<file path="config.mk">
export PLATFORM = sky130hd
export DESIGN_NAME = response_capture
export DESIGN_NICKNAME = d
export VERILOG_FILES = /design/src/rtl/response_capture_pkg.sv /design/src/rtl/capture_ram.sv /design/src/rtl/response_capture.sv
export SDC_FILE = /design/constraint.sdc
export NUM_CORES = 1
export LEC_CHECK = 0
export ABC_CLOCK_PERIOD_IN_PS = 7000
export CAP_MARGIN = 30
export CORE_ASPECT_RATIO = 1.1
export CORE_MARGIN = 1
export CORE_UTILIZATION = 40
export DETAILED_ROUTE_END_ITERATION = 10
export HOLD_SLACK_MARGIN = 0.05
export PLACE_DENSITY = 0.65
export SYNTH_ARGS = -nofsm -noshare
export SYNTH_HDL_FRONTEND = slang
export SYNTH_SLANG_ARGS = --single-unit
</file>
<file path="constraint.sdc">
create_clock -name CLK -period 7 [get_ports CLK]
set_clock_uncertainty 0.05 [all_clocks]
set_input_delay 1.05 -clock CLK [delete_from_list [all_inputs] [get_ports CLK]]
set_output_delay 1.05 -clock CLK [all_outputs]
set_load 0.02 [all_outputs]
</file>
<file path="src/rtl/response_capture_pkg.sv">
// response_capture shared package
// FSM state encoding and pointer/count width helpers
package response_capture_pkg;

    typedef enum logic [1:0] {
        IDLE    = 2'd0,
        CAPTURE = 2'd1,
        DONE    = 2'd2
    } state_t;

    function automatic int ptr_w(input int depth);
        return (depth > 1) ? $clog2(depth) : 1;
    endfunction

    function automatic int cnt_w(input int depth);
        return $clog2(depth + 1);
    endfunction

    function automatic int div_w(input int div);
        return (div > 1) ? $clog2(div) : 1;
    endfunction

endpackage

</file>
<file path="src/rtl/capture_ram.sv">
// capture_ram: DEPTH x DATA_W sample store
// synchronous write port, registered synchronous read port
module capture_ram
    import response_capture_pkg::*;
#(
    parameter int DATA_W = 3,
    parameter int DEPTH  = 32
) (
    input  logic                       clk,
    input  logic                       we,
    input  logic [ptr_w(DEPTH)-1:0]    waddr,
    input  logic [DATA_W-1:0]          wdata,
    input  logic                       re,
    input  logic [ptr_w(DEPTH)-1:0]    raddr,
    output logic [DATA_W-1:0]          rdata
);

    logic [DATA_W-1:0] mem [DEPTH];

    // storage is never reset; read register holds until next read
    always_ff @(posedge clk) begin
        if (we) begin
            mem[waddr] <= wdata;
        end
        if (re) begin
            rdata <= mem[raddr];
        end
    end

endmodule

</file>
<file path="src/rtl/response_capture.sv">
// response_capture: samples DIN every SAMPLE_DIV cycles into DEPTH slots
// then drains them one per RD_EN through a registered valid/data pair
module response_capture
    import response_capture_pkg::*;
#(
    parameter int DATA_W     = 3,
    parameter int DEPTH      = 32,
    parameter int SAMPLE_DIV = 2
) (
    input  logic                     CLK,
    input  logic                     RST_N,
    input  logic                     START,
    input  logic                     CLEAR,
    input  logic [DATA_W-1:0]        DIN,
    input  logic                     RD_EN,
    output logic [DATA_W-1:0]        RD_DATA,
    output logic                     RD_VALID,
    output logic                     BUSY,
    output logic                     FULL,
    output logic [cnt_w(DEPTH)-1:0]  COUNT
);

    localparam int PTR_W = ptr_w(DEPTH);
    localparam int DIV_W = div_w(SAMPLE_DIV);
    localparam logic [PTR_W-1:0] LAST = PTR_W'(DEPTH - 1);
    localparam logic [DIV_W-1:0] DIV_LAST = DIV_W'(SAMPLE_DIV - 1);

    state_t             state;
    logic [PTR_W-1:0]   wr_ptr;
    logic [PTR_W-1:0]   rd_ptr;
    logic [DIV_W-1:0]   div;
    logic               rd_end;
    logic               rd_acc;
    logic [DATA_W-1:0]  ram_q;
    logic               sample;
    logic               wr_en;
    logic               rd_req;

    // rd_end marks the last slot drained, since rd_ptr cannot hold DEPTH
    assign sample = (state == CAPTURE) && (div == '0);
    assign wr_en  = sample && !CLEAR;
    assign rd_req = (state == DONE) && RD_EN && !rd_end && !CLEAR;

    capture_ram #(
        .DATA_W (DATA_W),
        .DEPTH  (DEPTH)
    ) u_ram (
        .clk   (CLK),
        .we    (wr_en),
        .waddr (wr_ptr),
        .wdata (DIN),
        .re    (rd_req),
        .raddr (rd_ptr),
        .rdata (ram_q)
    );

    // control FSM, pointers, divider and registered outputs
    always_ff @(posedge CLK or negedge RST_N) begin
        if (!RST_N) begin
            state    <= IDLE;
            wr_ptr   <= '0;
            rd_ptr   <= '0;
            div      <= '0;
            rd_end   <= 1'b0;
            rd_acc   <= 1'b0;
            RD_DATA  <= '0;
            RD_VALID <= 1'b0;
            BUSY     <= 1'b0;
            FULL     <= 1'b0;
            COUNT    <= '0;
        end else if (CLEAR) begin
            state    <= IDLE;
            wr_ptr   <= '0;
            rd_ptr   <= '0;
            div      <= '0;
            rd_end   <= 1'b0;
            rd_acc   <= 1'b0;
            RD_VALID <= 1'b0;
            BUSY     <= 1'b0;
            FULL     <= 1'b0;
            COUNT    <= '0;
        end else begin
            RD_VALID <= rd_acc;
            if (rd_acc) begin
                RD_DATA <= ram_q;
            end
            rd_acc <= 1'b0;
            unique case (state)
                IDLE: begin
                    if (START) begin
                        state  <= CAPTURE;
                        BUSY   <= 1'b1;
                        COUNT  <= '0;
                        div    <= '0;
                        wr_ptr <= '0;
                        rd_ptr <= '0;
                        rd_end <= 1'b0;
                    end
                end
                CAPTURE: begin
                    div <= (div == DIV_LAST) ? '0 : div + 1'b1;
                    if (sample) begin
                        wr_ptr <= wr_ptr + 1'b1;
                        COUNT  <= COUNT + 1'b1;
                        if (wr_ptr == LAST) begin
                            state <= DONE;
                            BUSY  <= 1'b0;
                            FULL  <= 1'b1;
                        end
                    end
                end
                DONE: begin
                    if (rd_req) begin
                        rd_acc <= 1'b1;
                        rd_ptr <= rd_ptr + 1'b1;
                        if (rd_ptr == LAST) begin
                            rd_end <= 1'b1;
                        end
                    end
                end
                default: begin
                    state <= IDLE;
                end
            endcase
        end
    end

endmodule
</file>
==> impl_results.md, run 1 <==
* Internal power summed over all cells at 1.368 mW
* Switching power summed over all nets at 362.4 uW
* IR Drop Worst-Case VDD at 0.0001680 V
* Maximum level of the CTS H-tree at 4
* Synth Area in Simple Gates at 7.902%
* Die Y-Extent at 121.9 um
* Post-detailed-route DRC marker count at 6
* Initial antenna violation count at 0
* HPWL after DPL at 6615 um
* Finish-stage setup viols at 0
* Crit end category: register
* Proportion of synthesized chip area in sequential cells at 69.83%
* Category of the worst setup path launch point: primary input
* Last weighted congestion value of the routability-driven placer at 0.7087
* Top_reg_cell synth: edfxtp_1
* Final Max Tran Viols at 0
* Buffer levels on the longest clock path at 2
* Max-capacitance violation count at 0
* Number of port buffers at 19
* Crit path required time at 7040 ps
* Cells taking the most area after synthesis: edfxtp_1 (57%), dfrtp_1 (13%), mux4_2 (13%)
* Register bit count reported by yosys at 126
* Final worst setup slack at 3768 ps
* Placeable core region at 12,700 sq um
* Number of warning messages in the yosys log at 0
* Routed length per placed instance at 19.31 um
* Hold Vio Cnt, Final at 0
* Beginning of the worst register-to-register path: rd_ptr[1]
* Combinational group share of total power at 2.6%
* Initial standard-cell utilization of the core at 41.15%
* Hold-fix buffers at CTS at 0
* Register-to-register path setup slack at 4570 ps
* Timing-limited maximum frequency at 309.4 MHz
* Via density at 5.453
* Total via count in the routed design at 2,770
* Setup slack at placement at 3347 ps
* Final core utilization at 49.04%
* Worst hold path type: register to register
* Initial DRC Count at 257
* Nets in the synthesized netlist at 324
* Tightest Pin Transition at 754.8 ps
* Launch point of the worst hold path: u_ram.rdata[2]
* Final cycle utilization of the critical path at 46.17%
* Critical R2R Capture: u_ram.rdata[2]
* Die Footprint at 13,520 sq um
* Violated checks: design-rule violations
* Gate Count Post-Synth at 308
* Count of nets left with antenna violations after detail routing at 0
* Count leader, synth: edfxtp_1
* Post-synthesis share of cell area spent on xor and xnor gates at 0.8381%
* Arrival time at the worst endpoint at 3270 ps
* Area added between synthesis and finish at 19.18%
* Multiplexer share of the synthesized area at 14.87%
* Endpoint of the worst hold-timing path: RD_DATA[2]
* Relative slew slack at 49.52%
* Global-route wire length before repair at 15,490 um
* Critical Setup Path Class: primary input to register
* Number of buffers added for setup after CTS at 0
* Setup repair after global routing missed its margin: false
* Cell chosen for the clock root: clkbuf_16
* Dominant combinational cell family by area after synthesis: multiplexers
* Post-layout net count at 354
* Die width at 111.0 um
* Run status: complete, but fails checks
* Compound-Gate Fraction of Synth Area at 2.969%
* Wire length after detailed routing at 9810 um
* Diodes inserted at 0
* Share of async-settable or async-resettable flops after synthesis at 21.43%
* Leakage component of the power at 2.114 nW
* Adder-cell area share of the yosys netlist at 1.916%
* Ports at 20
* Remaining global-route overflow at 0
* Number of enable-type register cells in the synthesized netlist at 99
* Worst Reg-to-Reg Cells at 4
* Layout cell share with drive strength beyond 1 at 23.08%
* Netlist cell types at 34
* Crit path time final at 3232 ps
* Post-Synthesis Cell Area at 5225 sq um
* Clock-pin slew on the worst setup and hold paths at 60 ps
* Post-synthesis average cell area at 16.96 sq um
* Number of buffers created by CTS at 17
* PnR Total Power at 1.731 mW
* Seq pwr share at 47.2%
* Hold Crit Depth at 1
* Clock power share at 50.2%
* Pin count of the biggest net entering global routing at 28
* Maximum net fanout on the critical path at 18
* Clock tree from TritonCTS: yes
* Switch share at 20.94%
* Cts repair resizes at 0
* Clock sink count at 126
* Cell type contributing the most total cell area after synthesis: edfxtp_1
* Area fraction of the dominant cell type after synthesis at 56.90%
* Aggregate negative setup slack at 0 ps
* Clock latency on the worst-skew pair at 410 ps
* Pre-Repair DR Iteration Count at 7
* Ratio of total power to cell area at 277.9 nW/um^2
* Number of global-route vias before repair at 2,851
* Total global routing track utilization at 15.64%
* Number of standard-cell rows in the floorplan at 43
* Top cells by instance count after synthesis: edfxtp_1 (99), nor2_1 (46), mux4_2 (30)
[power groups by stage]
stage / sequential, mW / combinational [mW] / clock (mW)
after floorplan: 0.833 / 0.0158 / 0
after global placement: 0.832 / 0.0407 / 0
after detailed placement: 0.832 / 0.0450 / 0
after CTS: 0.817 / 0.0450 / 0.883
after global routing: 0.817 / 0.0485 / 0.915
final: 0.817 / 0.0444 / 0.869
[through the flow]
stage                     area [sq um]  instances  hold slack (ps)
after floorplan                   5225        308            403.9
after global placement            5558        472            408.3
after detailed placement          5630        476            420.8
after CTS                         6227        508            433.9
after global routing              6227        508            453.8
final                             6227        508            426.3
[state kept, by name, summed over array words and instances, names as in the netlist]
name	count
FULL	1
div	1
rd_end	1
u_ram.rdata	3
rd_ptr	5
COUNT	6
rd_acc	1
wr_ptr	5
RD_DATA	3
state	2
BUSY	1
u_ram.mem	96
RD_VALID	1
[final cells by class]
class,count,area [sq um]
clock inverter,14,157.7
tap,157,196.4
clock buffer,18,439.2
fill,1045,6470
sequential,126,3649
inverter,5,18.77
multi-input combinational,163,1489
timing repair buffer,25,277.8
[kinds of logic (layout without fill, tap and decap cells)]
family / count (synthesis) / after routing
adder cells (fa/ha/maj): 8 / 8
flip-flops: 126 / 126
AO/OA/AOI/OAI: 25 / 25
XOR/XNOR: 5 / 5
buffers and inverters: 19 / 62
AND/OR/NAND/NOR: 86 / 86
multiplexers: 39 / 39
[metal layers]
metal / track usage, % / vias up / wire [um]
li1: - / 1252 / -
met4: 8.305 / 0 / 221
met3: 3.284 / 20 / 270
met2: 26.81 / 63 / 5074
met1: 18.73 / 1435 / 4243
met5: 0 / - / 0
[placed cells by master, fill, tap and decap left out, types with 2 or more instances in the layout]
cell type        count
edfxtp_1            99
nor2_1              46
mux4_2              30
dfrtp_1             27
clkdlybuf4s50_1     19
clkbuf_16           17
nand2_1             10
mux2_2               9
o21ai_0              9
ha_1                 8
a21oi_1              7
inv_1                5
nand2b_1             5
nand3b_1             5
nand3_1              5
xor2_1               5
and3_1               4
a22o_1               4
clkinv_4             4
inv_6                3
buf_8                3
or3b_2               2
or3_1                2
o2111ai_1            2
clkinv_2             2
clkinvlp_4           2
bufinv_16            2
buf_4                2
[critical path, cell delays in order]
cell and delay [ps]:
clkdlybuf4s50_1 720, nor3_2 670, nand2_1 450, nor2_1 380
[how the worst max path moves through the flow]
stage / startpoint / endpoint / cells after the start
4_1_cts: CLEAR / u_ram.mem[19][1] / 4
3_3_place_gp: CLEAR / u_ram.mem[19][1] / 4
3_5_place_dp: CLEAR / u_ram.mem[19][1] / 4
6_report: CLEAR / u_ram.mem[19][1] / 4
2_1_floorplan: CLEAR / u_ram.mem[10][0] / 4
5_1_grt: CLEAR / u_ram.mem[23][2] / 4
No activity file was read; power rests on OpenSTA's default activity.
==> run 2: changes to the inputs <==
Settings changed: ABC_CLOCK_PERIOD_IN_PS 7000 to 3000.
Clock period 7 ns to 3 ns, I/O delays scaled along.
==> run 2 against run 1 <==
The flow still finishes with violations (design-rule violations). Sequential power is 130% higher. Global-route usage is 1.2 points higher. Hold slack worse by 71 ps. Sequential share of layout area is 0.11 points higher. Setup slack worse by 3000 ps. Final cell count is 0.79% higher. Power is 130% higher. Design area is 0.18% lower. Critical path depth stayed put. Highest routed layer unchanged. Largest cell class unchanged. Critical endpoint is now u_ram.rdata[1]. Combinational power is 140% higher.
==> impl_results.md, run 2 (synthesis gave the netlist of run 1 again) <==
* Run status: complete, but fails checks
* Violated checks: design-rule violations
* Die Y-Extent at 121.9 um
* Number of global-route vias before repair at 2,827
* Via density at 5.447
* Crit path time final at 2245 ps
* Clock-pin slew on the worst setup and hold paths at 60 ps
* Setup repair after global routing missed its margin: false
* Final Max Tran Viols at 0
* Layout Cell Area excl Fill at 6216 sq um
* Final cycle utilization of the critical path at 74.82%
* Pin count of the biggest net entering global routing at 33
* Most common cell after layout, fill and taps aside: edfxtp_1
* Cts repair resizes at 0
* Crit path required time at 3120 ps
* Ratio of total power to cell area at 644.4 nW/um^2
* Initial standard-cell utilization of the core at 41.15%
* Internal power summed over all cells at 3.178 mW
* Clock sink count at 126
* Leakage component of the power at 2.105 nW
* Final worst setup slack at 755.3 ps
* Aggregate negative setup slack at 0 ps
* Number of buffers created by CTS at 17
* Initial antenna violation count at 0
* Top metal layer carrying routed signals: met4
* Wire length after detailed routing at 10,090 um
* Cell chosen for the clock root: clkbuf_16
* Setup slack at placement at 693.5 ps
* Arrival time at the worst endpoint at 2360 ps
* Number of standard-cell rows in the floorplan at 43
* Global-route wire length before repair at 16,170 um
* Number of buffers added for setup after CTS at 0
* Clock latency on the worst-skew pair at 420 ps
* Number of port buffers at 19
* Total length of routed met2 wires at 5085 um
* Crit end category: register
* Buffer levels on the longest clock path at 2
* Count of nets left with antenna violations after detail routing at 0
* Relative slew slack at 59.46%
* Die Footprint at 13,520 sq um
* Placed inst area at 5630 sq um
* Post-layout net count at 358
* Sum of routed wire segments on met1 at 4312 um
* Diodes inserted at 0
* Hold Vio Cnt, Final at 0
* Biggest registers after layout: u_ram.mem x96, COUNT x6
* Total via count in the routed design at 2,789
* Hold-fix buffers at CTS at 0
* Routed length on met3 at 541 um
* Register with the most flip-flops: u_ram.mem
* Die width at 111.0 um
* Post-detailed-route DRC marker count at 7
* Ports at 20
* Pre-Repair DR Iteration Count at 7
* Timing-limited maximum frequency at 445.5 MHz
* Routed length per placed instance at 19.70 um
* Remaining global-route overflow at 0
* Tightest Pin Transition at 606.9 ps
* Clock power share at 49.7%
* Category of the worst setup path launch point: register
* Final core utilization at 48.96%
* Finish-stage setup viols at 0
* Area added between synthesis and finish at 18.97%
* Last weighted congestion value of the routability-driven placer at 0.7670
* Seq pwr share at 47.6%
* Worst hold path type: primary input to async pin
* Most frequent cells in the layout: edfxtp_1 (99), nor2_1 (46), mux4_2 (30), dfrtp_1 (27), clkdlybuf4s50_1 (19)
* Finished Layout Cells at 512
* Switch share at 20.67%
* HPWL after DPL at 6424 um
* Layout cell share with drive strength beyond 1 at 23.66%
* Combinational group share of total power at 2.7%
* Placed insts at 480
* Max FFs per register at 96
* Critical Setup Path Class: register to register
* Clock tree from TritonCTS: yes
* Initial DRC Count at 263
* Maximum level of the CTS H-tree at 4
* Switching power summed over all nets at 828.1 uW
* Placeable core region at 12,700 sq um
* Maximum net fanout on the critical path at 11
* IR Drop Worst-Case VDD at 0.0004102 V
* Total global routing track utilization at 16.82%
* Max-capacitance violation count at 0
run 2: path summary, 6_finish.rpt:
check,from,end,slack (ps),depth (start not counted)
min in group CLK,u_ram.rdata[0],RD_DATA[0],430,1
worst min register to register,u_ram.rdata[0],RD_DATA[0],430,1
worst min-delay path,RST_N,COUNT[3],350,2
worst max-delay path,rd_ptr[2],u_ram.rdata[1],760,4
worst max register to register,rd_ptr[2],u_ram.rdata[1],760,4
max in group asynchronous,RST_N,RD_DATA[2],2290,2
run 2: power groups by stage:
stage / logic [mW] / clock network (mW) / registers [mW]
global route: 0.118 / 2.10 / 1.91
floorplan: 0.0368 / 0 / 1.94
finish: 0.106 / 1.99 / 1.91
CTS: 0.109 / 2.02 / 1.91
global placement: 0.106 / 0 / 1.94
detailed placement: 0.107 / 0 / 1.94
run 2: cell type report:
cell class | instances | area (sq um)
Clock inverter | 13 | 142.6
Clock buffer | 19 | 442.9
Sequential cell | 126 | 3649
Timing Repair Buffer | 29 | 277.8
Multi-Input combinational cell | 163 | 1489
Tap cell | 157 | 196.4
Fill cell | 1050 | 6481
Inverter | 5 | 18.77
run 2: critical path, cell delays in order, from the launching register on:
cell and delay (ps):
dfrtp_1 410, buf_4 240, mux4_2 540, mux4_2 470, mux2_2 280
run 2: per-layer routing:
metal,up-vias,global-route usage (%)
li1,1266,-
met1,1437,21.24
met2,73,27.16
met3,13,5.373
met4,0,6.592
met5,-,0
run 2: metrics by stage:
stage,hold WS [ps],power [mW]
finish,354.9,4.006
global route,380.8,4.121
CTS,353.2,4.038
floorplan,104.4,1.981
detailed placement,421.4,2.049
global placement,414.8,2.047
==> run 3: changes to the inputs <==
Settings changed: ABC_CLOCK_PERIOD_IN_PS 3000 to 2280.
Clock period 3 ns to 2.28 ns, I/O delays scaled along.
==> run 3 against run 2 <==
Critical endpoint is now u_ram.rdata[0]. Non-clock buffer count grew 2. Sequential share of layout area shrank 0.97 points. Via count shrank 1.3%. Global-route usage shrank 0.33 points. Clock power grew 51%. Register-to-register slack lost 670 ps. Critical path depth is the same. The flow still finishes with violations (design-rule violations). Core utilization grew 0.84 points. Maximum frequency grew 2.1%. Clock-buffer cell count grew 2. Die area is the same. Sequential power grew 31%.
==> impl_results.md, run 3 (synthesis gave the netlist of run 1 again) <==
* Most common cell after layout, fill and taps aside: edfxtp_1
* Violated checks: design-rule violations
* Final worst setup slack at 80.82 ps
* Ports at 20
* Setup repair after global routing missed its margin: true
* Number of global-route vias before repair at 2,900
* Die width at 111.0 um
* Cell chosen for the clock root: clkbuf_16
* Clock-pin slew on the worst setup and hold paths at 50 ps
* Max-capacitance violation count at 0
* Number of port buffers at 19
* Hold-fix buffers at CTS at 0
* Most frequent cells in the layout: edfxtp_1 (99), nor2_1 (46), mux4_2 (30), dfrtp_1 (26), clkdlybuf4s50_1 (19)
* Max FFs per register at 96
* Run status: complete, but fails checks
* Final Max Tran Viols at 0
* Count of nets left with antenna violations after detail routing at 0
* Number of buffers created by CTS at 17
* Number of standard-cell rows in the floorplan at 43
* Register with the most flip-flops: u_ram.mem
* Diodes inserted at 0
* Timing-limited maximum frequency at 454.7 MHz
* Die Y-Extent at 121.9 um
* Biggest registers after layout: u_ram.mem x96, COUNT x6
* Category of the worst setup path launch point: register
* Layout Cell Area excl Fill at 6322 sq um
* Tightest Pin Transition at 616.2 ps
* Arrival time at the worst endpoint at 2300 ps
* Clock tree from TritonCTS: yes
* IR Drop Worst-Case VDD at 0.0004672 V
* Global-route wire length before repair at 16,210 um
* Worst Reg-to-Reg Cells at 4
* Ratio of total power to cell area at 892.6 nW/um^2
* Initial standard-cell utilization of the core at 41.15%
* Critical R2R Capture: u_ram.rdata[0]
* Total via count in the routed design at 2,752
* Total global routing track utilization at 16.49%
* Crit path required time at 2390 ps
* Routed length per placed instance at 19.32 um
* Pin count of the biggest net entering global routing at 33
* Final core utilization at 49.79%
* Maximum level of the CTS H-tree at 4
* Critical Setup Path Class: register to register
* Minimum hold slack at 268.1 ps
* Wire length after detailed routing at 9928 um
* Post-detailed-route DRC marker count at 8
* Maximum net fanout on the critical path at 14
* Worst hold path type: primary input to async pin
* Last weighted congestion value of the routability-driven placer at 0.7658
* Clock latency on the worst-skew pair at 410 ps
* Final cycle utilization of the critical path at 96.46%
* Relative slew slack at 58.83%
* Hold Vio Cnt, Final at 0
* Die Footprint at 13,520 sq um
* Setup slack at placement at -103.0 ps
* Post-layout net count at 360
* Pre-Repair DR Iteration Count at 7
* Finish-stage setup viols at 0
* Layout cell share with drive strength beyond 1 at 23.81%
* Register-to-register path setup slack at 80 ps
* Leakage component of the power at 2.171 nW
* PnR Total Power at 5.643 mW
* Initial DRC Count at 301
* Placed inst area at 5658 sq um
* Crit end category: register
* Via density at 5.354
* Clock sink count at 126
* Buffer levels on the longest clock path at 2
* Placeable core region at 12,700 sq um
* Initial antenna violation count at 0
* Crit path time final at 2199 ps
* Beginning of the worst register-to-register path: rd_ptr[1]
* Area added between synthesis and finish at 21.00%
* Remaining global-route overflow at 0
* HPWL after DPL at 6544 um
==> run 3: cell count changes in the layout (fill, tap and decap cells not counted) <==
cell        change
buf_12          +1
buf_4           +1
bufinv_16       +4
clkbuf_1        +2
clkinv_2        +1
clkinv_4        -2
clkinvlp_4      -5
dfrtp_1         -1
dfrtp_2         +1
==> run 3: metal layers <==
metal / track usage, % / part of all wire (%)
met1: 20.94 / 43
met2: 26.89 / 50
met3: 4.876 / 5.7
met4: 6.336 / 1.4
met5: 0 / 0
==> run 3: stage by stage <==
stage               cells  setup TNS [ps]
finish                514               0
global route          514          -3.436
CTS                   514               0
detailed placement    482           -3447
global placement      482           -1152
floorplan             308               0
==> run 3: worst max path at each step <==
stage | startpoint | endpoint | slack, ps | cells past startpoint
6_report | rd_ptr[1] | u_ram.rdata[0] | 80 | 4
4_1_cts | rd_ptr[1] | u_ram.rdata[2] | 7 | 4
2_1_floorplan | rd_ptr[1] | u_ram.rdata[0] | 60 | 5
3_5_place_dp | CLEAR | u_ram.mem[10][1] | -100 | 4
5_1_grt | state[0] | u_ram.mem[20][0] | -1 | 4
3_3_place_gp | CLEAR | u_ram.mem[10][1] | -80 | 4
==> run 3: cell type report <==
| cell class | count | area, sq um |
|---|---|---|
| Clock buffer | 21 | 450.4 |
| Clock inverter | 11 | 212.7 |
| Fill cell | 1037 | 6375 |
| Inverter | 5 | 18.77 |
| Multi-Input combinational cell | 163 | 1489 |
| Sequential cell | 126 | 3650 |
| Tap cell | 157 | 196.4 |
| Timing Repair Buffer | 31 | 305.3 |
==> run 3: worst max-delay path: stages, from the launching register on <==
cell and delay (ps):
dfrtp_2 410, buf_12 170, mux4_2 540, mux4_2 480
mux2_2 290
==> run 3: power breakdown <==
| group | total (mW) | switching, mW | internal, mW |
|---|---|---|---|
| clock network | 3.00 | 0.921 | 2.07 |
| registers | 2.51 | 0.0123 | 2.50 |
| logic | 0.139 | 0.0874 | 0.0511 |
==> run 3: repair_timing <==
| item | CTS | global route |
|---|---|---|
| buffers inserted | 0 | 0 |
| gates resized for setup | 0 | 1 |
| endpoints found under the setup margin | 0 | 6 |
